## src/rtl/demux_1_8_tdm_ctrl.sv

```systemverilog
// rtl/demux_1_8_tdm_ctrl.sv - frame-sync hunter and channel sequencer for the 1:8 TDM demux
module demux_1_8_tdm_ctrl #(
    parameter int                  SYNC_LEN = 8,
    parameter logic [SYNC_LEN-1:0] SYNC_PAT = 8'hA5,
    parameter int                  CH_W     = 4,
    parameter int                  MISS_MAX = 2
) (
    input  logic            clk,
    input  logic            rst,
    input  logic            din,
    input  logic            din_valid,
    output logic [2:0]      sel,
    output logic [CH_W-1:0] ch_data,
    output logic [7:0]      ch_strobe,
    output logic            locked,
    output logic            sync_err
);

    localparam int CNT_MAX = (SYNC_LEN > CH_W) ? SYNC_LEN : CH_W;
    localparam int CNT_W   = $clog2(CNT_MAX + 1);
    localparam int MISS_W  = $clog2(MISS_MAX + 1);

    typedef enum logic [1:0] {
        HUNT  = 2'd0,
        DATA  = 2'd1,
        CHECK = 2'd2
    } state_t;

    state_t              state_q, state_d;
    logic [SYNC_LEN-1:0] sr_q, sr_d, sr_shift;
    logic [CH_W-1:0]     ch_sr_q, ch_sr_d, word;
    logic [CNT_W-1:0]    bit_cnt_q, bit_cnt_d;
    logic [2:0]          ch_q, ch_d;
    logic [MISS_W-1:0]   miss_q, miss_d, miss_inc;
    logic [CH_W-1:0]     ch_data_q, ch_data_d;
    logic [7:0]          strobe_q, strobe_d;
    logic                err_q, err_d;

    always_ff @(posedge clk) begin
        if (rst) begin
            state_q   <= HUNT;
            sr_q      <= '0;
            ch_sr_q   <= '0;
            bit_cnt_q <= '0;
            ch_q      <= '0;
            miss_q    <= '0;
            ch_data_q <= '0;
            strobe_q  <= '0;
            err_q     <= 1'b0;
        end else begin
            state_q   <= state_d;
            sr_q      <= sr_d;
            ch_sr_q   <= ch_sr_d;
            bit_cnt_q <= bit_cnt_d;
            ch_q      <= ch_d;
            miss_q    <= miss_d;
            ch_data_q <= ch_data_d;
            strobe_q  <= strobe_d;
            err_q     <= err_d;
        end
    end

    // Truncating casts drop the oldest bit, giving a sliding window without a part-select.
    assign sr_shift = SYNC_LEN'({sr_q, din});
    assign word     = CH_W'({ch_sr_q, din});
    assign miss_inc = miss_q + MISS_W'(1);

    always_comb begin
        state_d   = state_q;
        sr_d      = sr_q;
        ch_sr_d   = ch_sr_q;
        bit_cnt_d = bit_cnt_q;
        ch_d      = ch_q;
        miss_d    = miss_q;
        ch_data_d = ch_data_q;
        strobe_d  = '0;
        err_d     = 1'b0;
        if (din_valid) begin
            case (state_q)
                HUNT: begin
                    sr_d = sr_shift;
                    if (sr_shift == SYNC_PAT) begin
                        state_d   = DATA;
                        ch_d      = '0;
                        bit_cnt_d = '0;
                        miss_d    = '0;
                    end
                end
                DATA: begin
                    ch_sr_d = word;
                    if (bit_cnt_q == CNT_W'(CH_W - 1)) begin
                        ch_data_d = word;
                        strobe_d  = 8'd1 << ch_q;
                        bit_cnt_d = '0;
                        ch_d      = ch_q + 3'd1;
                        if (ch_q == 3'd7) begin
                            state_d = CHECK;
                        end
                    end else begin
                        bit_cnt_d = bit_cnt_q + CNT_W'(1);
                    end
                end
                CHECK: begin
                    sr_d = sr_shift;
                    if (bit_cnt_q == CNT_W'(SYNC_LEN - 1)) begin
                        bit_cnt_d = '0;
                        ch_d      = '0;
                        if (sr_shift == SYNC_PAT) begin
                            miss_d  = '0;
                            state_d = DATA;
                        end else begin
                            err_d  = 1'b1;
                            miss_d = miss_inc;
                            if (miss_inc == MISS_W'(MISS_MAX)) begin
                                state_d = HUNT;
                                sr_d    = '0;
                            end else begin
                                state_d = DATA;
                            end
                        end
                    end else begin
                        bit_cnt_d = bit_cnt_q + CNT_W'(1);
                    end
                end
                default: begin
                    state_d = HUNT;
                    sr_d    = '0;
                end
            endcase
        end
    end

    always_comb begin
        sel       = (state_q == DATA) ? ch_q : 3'd0;
        locked    = (state_q != HUNT);
        ch_data   = ch_data_q;
        ch_strobe = strobe_q;
        sync_err  = err_q;
    end

endmodule

```

## config.mk

```make
export PLATFORM = sky130hd
export DESIGN_NAME = demux_1_8_tdm_ctrl
export DESIGN_NICKNAME = d
export VERILOG_FILES = /design/src/rtl/demux_1_8_tdm_ctrl.sv
export SDC_FILE = /design/constraint.sdc
export NUM_CORES = 1
export LEC_CHECK = 0
export CAP_MARGIN = 10
export CELL_PAD_IN_SITES_DETAIL_PLACEMENT = 0
export CELL_PAD_IN_SITES_GLOBAL_PLACEMENT = 1
export CORE_MARGIN = 2
export CORE_UTILIZATION = 42
export CTS_CLUSTER_DIAMETER = 50
export CTS_CLUSTER_SIZE = 10
export DETAILED_ROUTE_END_ITERATION = 6
export PLACE_DENSITY = 0.75
export SLEW_MARGIN = 5
export SYNTH_ARGS = -nofsm -noshare
export SYNTH_HDL_FRONTEND = slang
export SYNTH_SLANG_ARGS = --single-unit
```

## constraint.sdc

```tcl
create_clock -name clk -period 2.1 [get_ports clk]
set_clock_uncertainty 0.15 [all_clocks]
set_input_delay 0.21 -clock clk [delete_from_list [all_inputs] [get_ports clk]]
set_output_delay 0.21 -clock clk [all_outputs]
set_load 0.02 [all_outputs]
```

* After elaboration in Yosys (flattened, before gate mapping)
Index checks and enable logic that the tools add are counted.
Operators by class: mux-type cells 25, $lt $le $gt $ge 0, bitwise operators 5, $mul 0, eq/ne operators 11, reduce and logical (&&, ||, !) cells 13, shift operators 1, $add $sub $neg 3, divide/modulo/power cells 0
Operators by type and width (number):
- $mux W7 | 3
- $pmux W7 S3 | 1
- $mux W2 | 7
- $mux W3 | 4
- $mux W4 | 3
- $pmux W4 S3 | 1
- $reduce_and A5 Y1 | 2
- $pmux W3 S3 | 1
- $eq A8 B8 Y1 const B | 1
- $ne A2 B2 Y1 const B | 4
- $reduce_or A4 Y1 | 2
- $shl A1 B3 Y8 const A | 1
- $pmux W2 S3 | 1
- $reduce_and A3 Y1 | 2
- $not A1 Y1 | 5
- $add A4 B1 Y4 const B | 1
- $eq A2 B2 Y1 const B | 2
- $eq A4 B2 Y1 const B | 1
- $eq A4 B3 Y1 const B | 1
- $pmux W2 S2 | 1
- $reduce_and A2 Y1 | 2
- $reduce_and A4 Y1 | 1
- $reduce_bool A2 Y1 | 2
- $add A3 B1 Y3 const B | 1
- 6 further kinds | 8
Word-level totals: flip-flop bits (word level) 34, bits of input ports 4, bits in latches 0, word-level logic and storage cells 67, bits in read-only memories 0, bits in writable memories 0, memories 0

* Longest topological paths before layout
Gate-level depths: netlist of the first run.
depth after elaboration 6, mapped depth 8, depth with buffers taken out 6

* Least setup slack after synthesis of the first run
Ideal clock, no wire load.
kind flip-flop to flip-flop, from register bit_cnt_q[0], to register bit_cnt_q[3], clock period less this slack 1917 ps, path slack 183 ps, cell stages (with the launch flop) 6, setup time 120 ps, data arrival time 1647 ps, path buffers 0, path through dfxtp_1 -> ha_1 -> or3b_1 -> o21ai_0 -> nor4_1 -> a211o_1
On the way: cells in the longest elaborated chain, start to end 3, elaborated cells between the ends (all ways) 6, those cells by class 1 x add/sub; 2 x eq/ne; 3 x mux
Ends and longest elaborated chain:
- from (decl) | RTL line 32 | logic [CNT_W-1:0] bit_cnt_q, bit_cnt_d;
- from (signal assigned) | RTL line 54 | bit_cnt_q <= bit_cnt_d;
- $add A4 B1 Y4 (tied with other cells) | RTL line 100, 122
- $mux W4 (on tied branches) | RTL line 105, 91
- $pmux W4 S3 (*) | RTL line 79 | case (state_q)
Mark *: on every way between the ends. The rest lies on a longest branch, timed or not. A chain may end at the register's enable or synchronous reset.

* Worst setup path after layout of the first run
from register bit_cnt_q[1], to register ch_q[2]
On the way: cells in the longest elaborated chain, start to end 3, elaborated cells between the ends (all ways) 5, those cells by class 4 x eq/ne; 1 x reduce/logical
Ends and longest elaborated chain:
- $eq A4 B3 Y1 / $eq A4 B2 Y1 (equally long branches) | RTL line 105, 91
- $ne A2 B2 Y1 (no line)
- $reduce_and A5 Y1 (no line) (*)
- to (signal assigned) | RTL line 55 | ch_q <= ch_d;
- to (decl) | RTL line 33 | logic [2:0] ch_q, ch_d;
Marks and branches as above.

==> key figures, run 1 <==
Run status
  – Status: finished, final reports clean

STA
  – Setup tns final: 0 ns
  – Tmin final: ~2.0 ns
  – Final worst slack: 0.1068 ns
  – Slew HR: 0.7622
  – Setup-failing EPs final: 0
  – RSZ-0062 raised after global routing: false
  – Fmax: about 0.5 GHz
  – Period utilisation layout: 0.9491
  – WHS: ~0.32 ns
  – Hold Fails Final Rpt: 0
  – Worst-margin pin slew: 0.3528 ns
  – Fin. max-slew vios: 0

Floorplan
  – Die height: between 60 and 70 µm
  – Placement Rows: 23
  – Io pins: 21
  – Full die area: 4646 µm²
  – Core area: 3971 µm²
  – Initial Utilization: 0.4354
  – Die X: 68.17 µm

Logic synthesis
  – Post-synthesis mux area share: 0.04052
  – Syn Std Cell Area: ~1700 µm²
  – Largest family of logic cells by synthesized area: simple AND/OR/NAND/NOR gates
  – Flop and latch count out of synthesis: 34
  – Count of cell types in the netlist: 47
  – Top FF cell, synth: dfxtp_1
  – Adder-Cell Fraction of Synth Area: 0.07959
  – Synth warn: 0
  – Number of flops mapped to enable cells by yosys: 0
  – Register area share after synthesis: 0.3936
  – Syn nets: 202
  – Post-Syn Instances: ~190
  – Simple-Gate Fraction of Synth Area: 0.2562
  – Synth Area in Compound Gates: 0.1823
  – XOR/XNOR Fraction of Synth Area: 0
  – Synthesized area per cell: 9.247 µm²
  – Async SR Flop Fraction: 0

Detailed routing
  – DRT Pass-1 Iters: 4
  – DRT antenna net count: 0
  – Total number of vias: 1,488
  – Wire length per cell: 14.19 µm
  – Vias per inst: between 5 and 6
  – # DRC: 0
  – Iteration-0 DRC Markers: 36
  – Total Wirelength: ~3900 µm

Worst setup path
  – CP max stage delay: 0.42 ns
  – Worst path arrival time: 2.00 ns
  – Worst Path Required: 2.11 ns
  – Worst-path maximum fanout: 6
  – CP endpoint kind: flop
  – Critical path cell sequence: ha_4 -> or3b_4 -> a221oi_4 -> nand3b_1 -> mux2i_1
  – Crit Path Category: reg -> reg
  – Startpoint Class: flop
  – Worst path slowest cell: or3b_4

Placement
  – Placed Area: 2067 µm²
  – RD Place Congestion: 0.8304
  – Final HPWL DP: 2994 µm
  – I/O Buffers: 20
  – Post-Place Worst Slack: -0.01868 ns

Min path
  – HP Class: reg -> reg

Cells and area
  – Nets: 237
  – Diodes inserted: 0
  – Layout area overhead: 26.70%
  – Share of cells above drive strength 1: 0.1659
  – Finished Cell Area: 2191 µm²

CTS
  – Clk sink count: 34
  – CTS H-tree lvls: 2
  – Post-CTS setup buffers: 0
  – Hold buffers post-CTS: 0
  – CTS buffer count: 5
  – Worst-path clk slew: 0.07 ns
  – Latest clock arrival within the worst-skew pair: between 0.2 and 0.3 ns
  – CTS Buffer Depth: 2
  – Clk root buf: clkbuf_8
  – CTS tree: yes

Power
  – Power per cell area: 580.4 nW/µm²
  – PnR Total Power: about 1.3 mW
  – Cell leakage power: about 0.91 nW
  – VDD IR max: 0.0002717 V

Flow run
  – Max-Cap Viols: 0

GRT
  – Initial antenna violation count: 0
  – First-pass GRT wire length: 6637 µm
  – Vias in the first global route: 1,477
  – Grt ovf: 0
  – Pin count of the biggest net entering global routing: 12
  – Gr usage total: 0.1910
[final timing paths]
kind           startpoint    endpoint  slack, ns  cells past startpoint
max reg2reg  bit_cnt_q[1]     ch_q[2]       0.11                      5
min            ch_sr_q[2]  ch_sr_q[2]       0.32                      2
max          bit_cnt_q[1]     ch_q[2]       0.11                      5
min reg2reg    ch_sr_q[2]  ch_sr_q[2]       0.32                      2
[power by group]
group | total, mW | switching (mW) | internal (mW)
combinational | 0.0560 | 0.0322 | 0.0238
sequential | 0.657 | 0.00594 | 0.651
clock | 0.559 | 0.228 | 0.331
[cell families after synthesis]
kind of cell	after synthesis
AOI/OAI and AO/OA	42
muxes	7
and+or+nand+nor	75
DFF	34
adders and majority gates	11
buffers and inverters	18
[repair_timing]
item | in CTS | in global routing
setup endpoints to repair | 13 | 12
resized for setup | 7 | 3
pin swaps | 1 | 0
[worst max-delay path, delay by kind of cell (launching register included)]
family | cells | cell delay [ns]
fa+ha+maj | 1 | 0.18
mux | 1 | 0.17
flops | 1 | 0.40
compound gates | 1 | 0.31
simple gates | 2 | 0.67
[per-layer routing]
| metal | GRT usage | up-vias | part of all wire |
|---|---|---|---|
| li1 | - | 738 | - |
| met1 | 0.2143 | 718 | 0.46 |
| met2 | 0.3434 | 27 | 0.49 |
| met3 | 0.05263 | 5 | 0.036 |
| met4 | 0.06750 | 0 | 0.014 |
| met5 | 0 | - | 0 |
[cells in the final DEF, fill, tap and decap left out, types with 8 or more instances in the layout]
cell type | netlist | final
dfxtp_1 | 34 | 33
clkdlybuf4s50_1 | 0 | 16
buf_4 | 1 | 16
nor2_1 | 14 | 14
a21oi_1 | 14 | 14
nand2_1 | 13 | 13
and2_1 | 12 | 12
inv_1 | 10 | 10
nand3_1 | 9 | 9
ha_1 | 11 | 9
clkbuf_8 | 0 | 8
[sequential cells by signal (all words and copies together) (netlist names)]
register	flops
ch_data	4
miss_q	2
bit_cnt_q	4
sr_q	7
ch_strobe	8
state_q	2
ch_sr_q	3
sync_err	1
ch_q	3
[Yosys cell counts, drive strengths merged, types with 2 or more instances]
master   instances  area (µm²)
dfxtp           34       680.7
a21oi           14       70.07
nor2            14       52.55
nand2           13       48.80
and2            12       75.07
ha              11       137.6
o21ai           11       58.80
inv             10       37.54
nand3            9       45.04
mux2i            7       70.07
buf              5       33.78
nand3b           4       30.03
clkbuf           3       11.26
nand4b           3       26.28
nor2b            3       18.77
a2111oi          2       30.03
a221oi           2       35.04
and3b            2       17.52
and4b            2       20.02
nand2b           2       12.51
nor3             2       15.01
nor4             2       12.51
nor4b            2       23.77
o31ai            2       15.01
o41ai            2       25.03
[cell type report]
type / instances / area [µm²]
clock buffer: 8 / 110.1
multi-input combinational: 135 / 983.4
fill: 356 / 1780
timing repair buffer: 36 / 315.3
sequential: 34 / 681.9
inverter: 10 / 37.54
tap: 50 / 62.56
[per-stage QoR]
step,std cells,util
finish,273,0.5517
global route,273,0.5517
CTS,273,0.5482
detailed placement,265,0.5205
global placement,265,0.5205
floorplan,187,-
Power figures use the tool's default switching activity.
==> inputs of run 2 (changes only) <==
--- a/config.mk
+++ b/config.mk
@@ -13,6 +13,7 @@
 export CTS_CLUSTER_DIAMETER = 50
 export CTS_CLUSTER_SIZE = 10
 export DETAILED_ROUTE_END_ITERATION = 6
+export GPL_TIMING_DRIVEN = 0
 export PLACE_DENSITY = 0.75
 export SLEW_MARGIN = 5
 export SYNTH_ARGS = -nofsm -noshare
==> run 2 against run 1 <==
Global-route usage decreased by 0.93 points. Count of clock-buffer cells in the layout decreased by 3. Register-to-register slack improved by 0.02 ns. Combinational power decreased by 4.8%. Clock power increased by 6.1%.
==> key figures, run 2 (synthesis results as in run 1) <==
Run status
  – Status: finished, final reports clean

Placement
  – I/O Buffers: 20 (unchanged)
  – Post-Place Worst Slack: -0.1949 ns (-0.1762 ns)
  – Final HPWL DP: 2786 µm (-7.0%)
  – Placed Area: 1992 µm² (-3.6%)
  – RD Place Congestion: 0.8567 (+3.2%)
  – Placed cell count: 257 (-3.0%)

Worst setup path
  – Worst-path maximum fanout: 8 (+2)
  – Worst path arrival time: 2.00 ns (about the same)
  – Worst path slowest cell: dfxtp_1
  – CP endpoint kind: flop
  – Startpoint Class: flop
  – Worst Path Buf+Inv: 1 (+1)
  – CP max stage delay: 0.38 ns (-0.04 ns)
  – Crit Path Category: reg -> reg
  – Critical path cell sequence: inv_1 -> ha_1 -> and3b_1 -> a41oi_2 -> nor4_1 -> a211o_1
  – Worst Path Required: 2.12 ns (about the same)
  – Largest delay contributor family on the critical path: compound AO/OA/AOI/OAI gates

Detailed routing
  – Max Used Layer: met4
  – DRT Pass-1 Iters: 4 (unchanged)
  – Wire length per cell: 14.09 µm (-0.68%)
  – Iteration-0 DRC Markers: 41 (+14%)
  – WL met2: 1787 µm (-6.8%)
  – Total number of vias: 1,447 (-2.8%)
  – DRT antenna net count: 0 (unchanged)
  – # DRC: 0 (unchanged)
  – Vias per inst: 5.460 (+0.18%)
  – Met3 wire length: 149 µm (+8.0%)
  – M1 WL: 1748 µm (-1.0%)
  – Total Wirelength: 3735 µm (-3.6%)

CTS
  – Post-CTS setup buffers: 0 (unchanged)
  – CTS Buffer Depth: 2 (unchanged)
  – CTS tree: yes
  – Worst-path clk slew: 0.08 ns (about the same)
  – Clk root buf: clkbuf_8
  – Clk sink count: 34 (unchanged)
  – Hold buffers post-CTS: 0 (unchanged)
  – CTS H-tree lvls: 2 (unchanged)
  – CTS buffer count: 5 (unchanged)
  – Latest clock arrival within the worst-skew pair: 0.29 ns (about the same)

Power
  – Comb pwr share: 0.041 (-0.003)
  – Power per cell area: 607.7 nW/µm² (+4.7%)
  – PnR Total Power: 1.303 mW (+2.5%)
  – Sw frac: 0.2177 (+0.008457)
  – Clock Power Share: 0.455 (+0.015)
  – Cell leakage power: 0.8607 nW (-5.8%)
  – P_sw: 0.2837 mW (+6.6%)
  – P_int: 1.020 mW (+1.4%)
  – Seq pwr share: 0.504 (-0.012)
  – VDD IR max: 0.0002663 V (-2.0%)

Cells and area
  – Leading cell types in the layout, fill and taps excluded: 32 x dfxtp_1, 16 x clkdlybuf4s50_1, 14 x nor2_1, 14 x a21oi_1, 13 x nand2_1
  – Post-Layout Cell Count: 265 (-2.9%)
  – Finished Cell Area: 2145 µm² (-2.1%)
  – Utilization after layout: 0.5400 (-0.01166)
  – Filler cell count: 363 (+2.0%)
  – Commonest non-fill, non-tap cell in the layout: dfxtp_1
  – Diodes inserted: 0 (unchanged)
  – Layout area overhead: 24.02%
  – Max reg flops: 8 (unchanged)
  – Share of cells above drive strength 1: 0.1488 (-0.01708)
  – Nets: 229 (-3.4%)

Floorplan
  – Initial Utilization: 0.4354 (unchanged)
  – Full die area: 4646 µm² (unchanged)
  – Die X: 68.17 µm (unchanged)
  – Placement Rows: 23 (unchanged)
  – Die height: 68.17 µm (unchanged)
  – Io pins: 21 (unchanged)
  – Core area: 3971 µm² (unchanged)

STA
  – Setup tns final: 0 ns (unchanged)
  – RSZ-0062 raised after global routing: false
  – WHS: 0.3075 ns (-0.008478 ns)
  – Fmax: 0.5056 GHz (+0.77%)
  – Period utilisation layout: 0.9419 (-0.007207)
  – Tmin final: 1.978 ns (-0.01513 ns)
  – Hold Fails Final Rpt: 0 (unchanged)
  – Worst-margin pin slew: 0.4725 ns (+0.1197 ns)
  – Setup-failing EPs final: 0 (unchanged)
  – Fin. max-slew vios: 0 (unchanged)
  – Slew HR: 0.6850 (-0.07724)
  – Final worst slack: 0.1220 ns (+0.01513 ns)

GRT
  – Grt ovf: 0 (unchanged)
  – First-pass GRT wire length: 6230 µm (-6.1%)
  – Gr usage total: 0.1817 (-0.009323)
  – Pin count of the biggest net entering global routing: 12 (unchanged)
  – Initial antenna violation count: 0 (unchanged)
  – Vias in the first global route: 1,424 (-3.6%)

Min path
  – HP Class: reg -> reg

Flow run
  – Max-Cap Viols: 0 (unchanged)
-- run 2: changes by cell type in the layout (fill, tap and decap cells not counted), sizes merged --
cell         previous run  this run
dlygate4sd2             4         1
clkbuf                  8        12
buf                    16         4
clkinv                  0         2
bufinv                  0         1
-- run 2: power groups by stage --
stage	clock (mW)	combinational [mW]	sequential [mW]
final	0.593	0.0533	0.657
after global routing	0.634	0.0589	0.658
after CTS	0.601	0.0512	0.656
after detailed placement	0	0.0504	0.671
after global placement	0	0.0504	0.671
after floorplan	0	0.0329	0.670
-- run 2: path summary, 6_finish.rpt --
path,start,slack (ns),depth (start not counted),to
max,state_q[0],0.12,6,bit_cnt_q[3]
min,ch_sr_q[2],0.31,2,ch_sr_q[2]
max reg2reg,state_q[0],0.12,6,bit_cnt_q[3]
min reg2reg,ch_sr_q[2],0.31,2,ch_sr_q[2]
-- run 2: metal layers --
metal / track usage / vias up
li1: - / 722
met1: 0.2164 / 681
met2: 0.2998 / 38
met3: 0.05592 / 6
met4: 0.08000 / 0
met5: 0 / -
-- run 2: worst min-delay path: cells and delay by family (launching register included) --
family	cells	cell delay, ns
flops	1	0.31
compound gates	1	0.05
simple gates	1	0.05
-- run 2: final cells by class --
type	count	area, µm²	area share
flip-flops and latches	34	683.2	0.3186
plain buffers	8	57.56	0.02684
well taps	50	62.56	0.02917
clock inverters	3	40.04	0.01867
clock buffers	5	68.82	0.03209
multi-input cells	135	1011	0.4714
inverters	10	37.54	0.01750
repair buffers	20	183.9	0.08576
-- run 2: repair_timing --
item | in CTS | in global routing
pin swaps | 0 | 2
resized for setup | 13 | 11
endpoints found under the setup margin | 20 | 24
hold endpoints to repair | 0 | 0
==> inputs of run 3 (changes only) <==
--- a/config.mk
+++ b/config.mk
@@ -6,15 +6,13 @@
 export NUM_CORES = 1
 export LEC_CHECK = 0
 export CAP_MARGIN = 10
-export CELL_PAD_IN_SITES_DETAIL_PLACEMENT = 0
-export CELL_PAD_IN_SITES_GLOBAL_PLACEMENT = 1
 export CORE_MARGIN = 2
-export CORE_UTILIZATION = 42
+export CORE_UTILIZATION = 52
 export CTS_CLUSTER_DIAMETER = 50
 export CTS_CLUSTER_SIZE = 10
 export DETAILED_ROUTE_END_ITERATION = 6
 export GPL_TIMING_DRIVEN = 0
-export PLACE_DENSITY = 0.75
+export PLACE_DENSITY = 0.72
 export SLEW_MARGIN = 5
 export SYNTH_ARGS = -nofsm -noshare
 export SYNTH_HDL_FRONTEND = slang
==> constraint.sdc (replaced) <==
create_clock -name clk -period 2.2 [get_ports clk]
set_clock_uncertainty 0.15 [all_clocks]
set_input_delay 0.22 -clock clk [delete_from_list [all_inputs] [get_ports clk]]
set_output_delay 0.22 -clock clk [all_outputs]
set_load 0.02 [all_outputs]
==> run 3 against run 2 <==
Design area is 2.0% lower. Via count grew 1.3%. Fmax shrank 5.3%. Final cell count is 2.3% lower. Combinational power fell by 6.9%. Setup slack lost 0.010 ns. Largest cell class unchanged. Wire length increased by 0.88%. Count of clock-buffer cells in the layout unchanged. Largest power group unchanged. Clock power fell by 3%.
==> key figures, run 3 (synthesis results as in run 1) <==
CTS
  – CTS buffer count: 5 (unchanged)
  – CTS Buffer Depth: 2 (unchanged)
  – Post-CTS setup buffers: 0 (unchanged)
  – Clk sink count: 34 (unchanged)
  – Latest clock arrival within the worst-skew pair: 0.35 ns (+0.06 ns)
  – CTS tree: yes
  – CTS H-tree lvls: 2 (unchanged)
  – Clk root buf: clkbuf_4
  – Hold buffers post-CTS: 0 (unchanged)
  – Worst-path clk slew: 0.11 ns (+0.03 ns)

Detailed routing
  – Iteration-0 DRC Markers: 47 (+15%)
  – Total number of vias: 1,466 (+1.3%)
  – Wire length per cell: 14.55 µm (+3.2%)
  – DRT antenna net count: 0 (unchanged)
  – Total Wirelength: 3768 µm (+0.88%)
  – DRT Pass-1 Iters: 4 (unchanged)
  – # DRC: 0 (unchanged)
  – Vias per inst: 5.660 (+3.7%)

Floorplan
  – Initial Utilization: 0.5573 (+0.1218)
  – Io pins: 21 (unchanged)
  – Full die area: 3803 µm² (-18%)
  – Die height: 61.67 µm (-9.5%)
  – Die X: 61.67 µm (-9.5%)
  – Core area: 3103 µm² (-22%)
  – Placement Rows: 20 (-13%)

Flow run
  – Max-Cap Viols: 0 (unchanged)

Cells and area
  – Nets: 229 (unchanged)
  – Leading cell types in the layout, fill and taps excluded: 33 x dfxtp_1, 16 x clkdlybuf4s50_1, 14 x a21oi_1, 13 x nor2_1, 13 x nand2_1
  – Utilization after layout: 0.6774 (+0.1374)
  – Commonest non-fill, non-tap cell in the layout: dfxtp_1
  – Layout area overhead: 21.56%
  – Share of cells above drive strength 1: 0.1395 (-0.009302)
  – Max reg flops: 8 (unchanged)
  – Filler cell count: 281 (-23%)
  – Diodes inserted: 0 (unchanged)

Worst setup path
  – Startpoint Class: flop
  – Worst path arrival time: 2.17 ns (+0.17 ns)
  – CP endpoint kind: flop
  – Worst-path maximum fanout: 8 (unchanged)
  – Crit Path Category: reg -> reg
  – Worst Path Required: 2.29 ns (+0.17 ns)

Placement
  – I/O Buffers: 20 (unchanged)
  – Final HPWL DP: 2793 µm (+0.26%)
  – RD Place Congestion: 0.8559 (about the same)

Power
  – VDD IR max: 0.0004060 V (+52%)
  – PnR Total Power: 1.252 mW (-3.9%)
  – Cell leakage power: 0.8547 nW (-0.69%)
  – Power per cell area: 595.6 nW/µm² (-2.0%)

GRT
  – Gr usage total: 0.2288 (+0.04718)
  – Initial antenna violation count: 0 (unchanged)
  – First-pass GRT wire length: 6272 µm (+0.67%)
  – Pin count of the biggest net entering global routing: 13 (+1)
  – Vias in the first global route: 1,390 (-2.4%)
  – Grt ovf: 0 (unchanged)

STA
  – Fmax: 0.4788 GHz (-5.3%)
  – Slew HR: 0.5895 (-0.09548)
  – Hold Fails Final Rpt: 0 (unchanged)
  – Fin. max-slew vios: 0 (unchanged)
  – Setup tns final: 0 ns (unchanged)
  – RSZ-0062 raised after global routing: false
  – Setup-failing EPs final: 0 (unchanged)
  – Period utilisation layout: 0.9493 (+0.007392)
  – Worst-margin pin slew: 0.6142 ns (+0.1416 ns)
  – Tmin final: 2.088 ns (+0.1105 ns)

Min path
  – HP Class: reg -> reg

Run status
  – Status: finished, final reports clean
-- run 3: layout make-up --
type | count | area, µm² | share of cell area
inverters | 10 | 37.54 | 0.01786
flip-flops and latches | 34 | 681.9 | 0.3244
multi-input cells | 135 | 985.9 | 0.4690
repair buffers | 20 | 183.9 | 0.08750
clock inverters | 3 | 68.82 | 0.03274
well taps | 44 | 55.05 | 0.02619
clock buffers | 5 | 37.54 | 0.01786
plain buffers | 8 | 51.30 | 0.02440
-- run 3: worst max-delay path: stages (launching register included) --
cell	delay, ns
dfxtp_1	0.36
nor4b_2	0.60
a41oi_2	0.32
and2_1	0.27
a211o_1	0.29
-- run 3: report_power, final --
part / internal (mW) / switching [mW]
Sequential: 0.621 / 0.00592
Clock: 0.355 / 0.220
Combinational: 0.0183 / 0.0313
Total: 0.995 / 0.257
-- run 3: final timing paths --
check / start / to / slack, ns / depth (start not counted)
min: ch_sr_q[2] / ch_sr_q[2] / 0.31 / 2
min reg2reg: ch_sr_q[2] / ch_sr_q[2] / 0.31 / 2
max reg2reg: sr_q[2] / bit_cnt_q[3] / 0.11 / 4
max: sr_q[2] / bit_cnt_q[3] / 0.11 / 4
-- run 3: layer usage --
layer | GRT usage | wire, µm | up-vias
met5 | 0 | 0 | -
met4 | 0.06383 | 48 | 0
met3 | 0.06933 | 208 | 6
met2 | 0.3940 | 1916 | 48
met1 | 0.2758 | 1594 | 686
li1 | - | - | 726
-- run 3: timing repair --
action / 4_1_cts / 5_1_grt
hold endpoints to repair: 0 / 0
resized for setup: 8 / 11
endpoints found under the setup margin: 4 / 20
pin swaps: 0 / 2
-- run 3: per-stage QoR --
step	hold slack, ns	instance area, µm²	std cells	setup slack, ns
4_1_cts	0.3191	2093	259	0.01847
6_report	0.3131	2102	259	0.1115
5_1_grt	0.3512	2102	259	0.01616
2_1_floorplan	0.2139	1729	187	0.2830
3_3_place_gp	0.2985	1984	251	-0.09131
3_5_place_dp	0.3016	1984	251	-0.1164
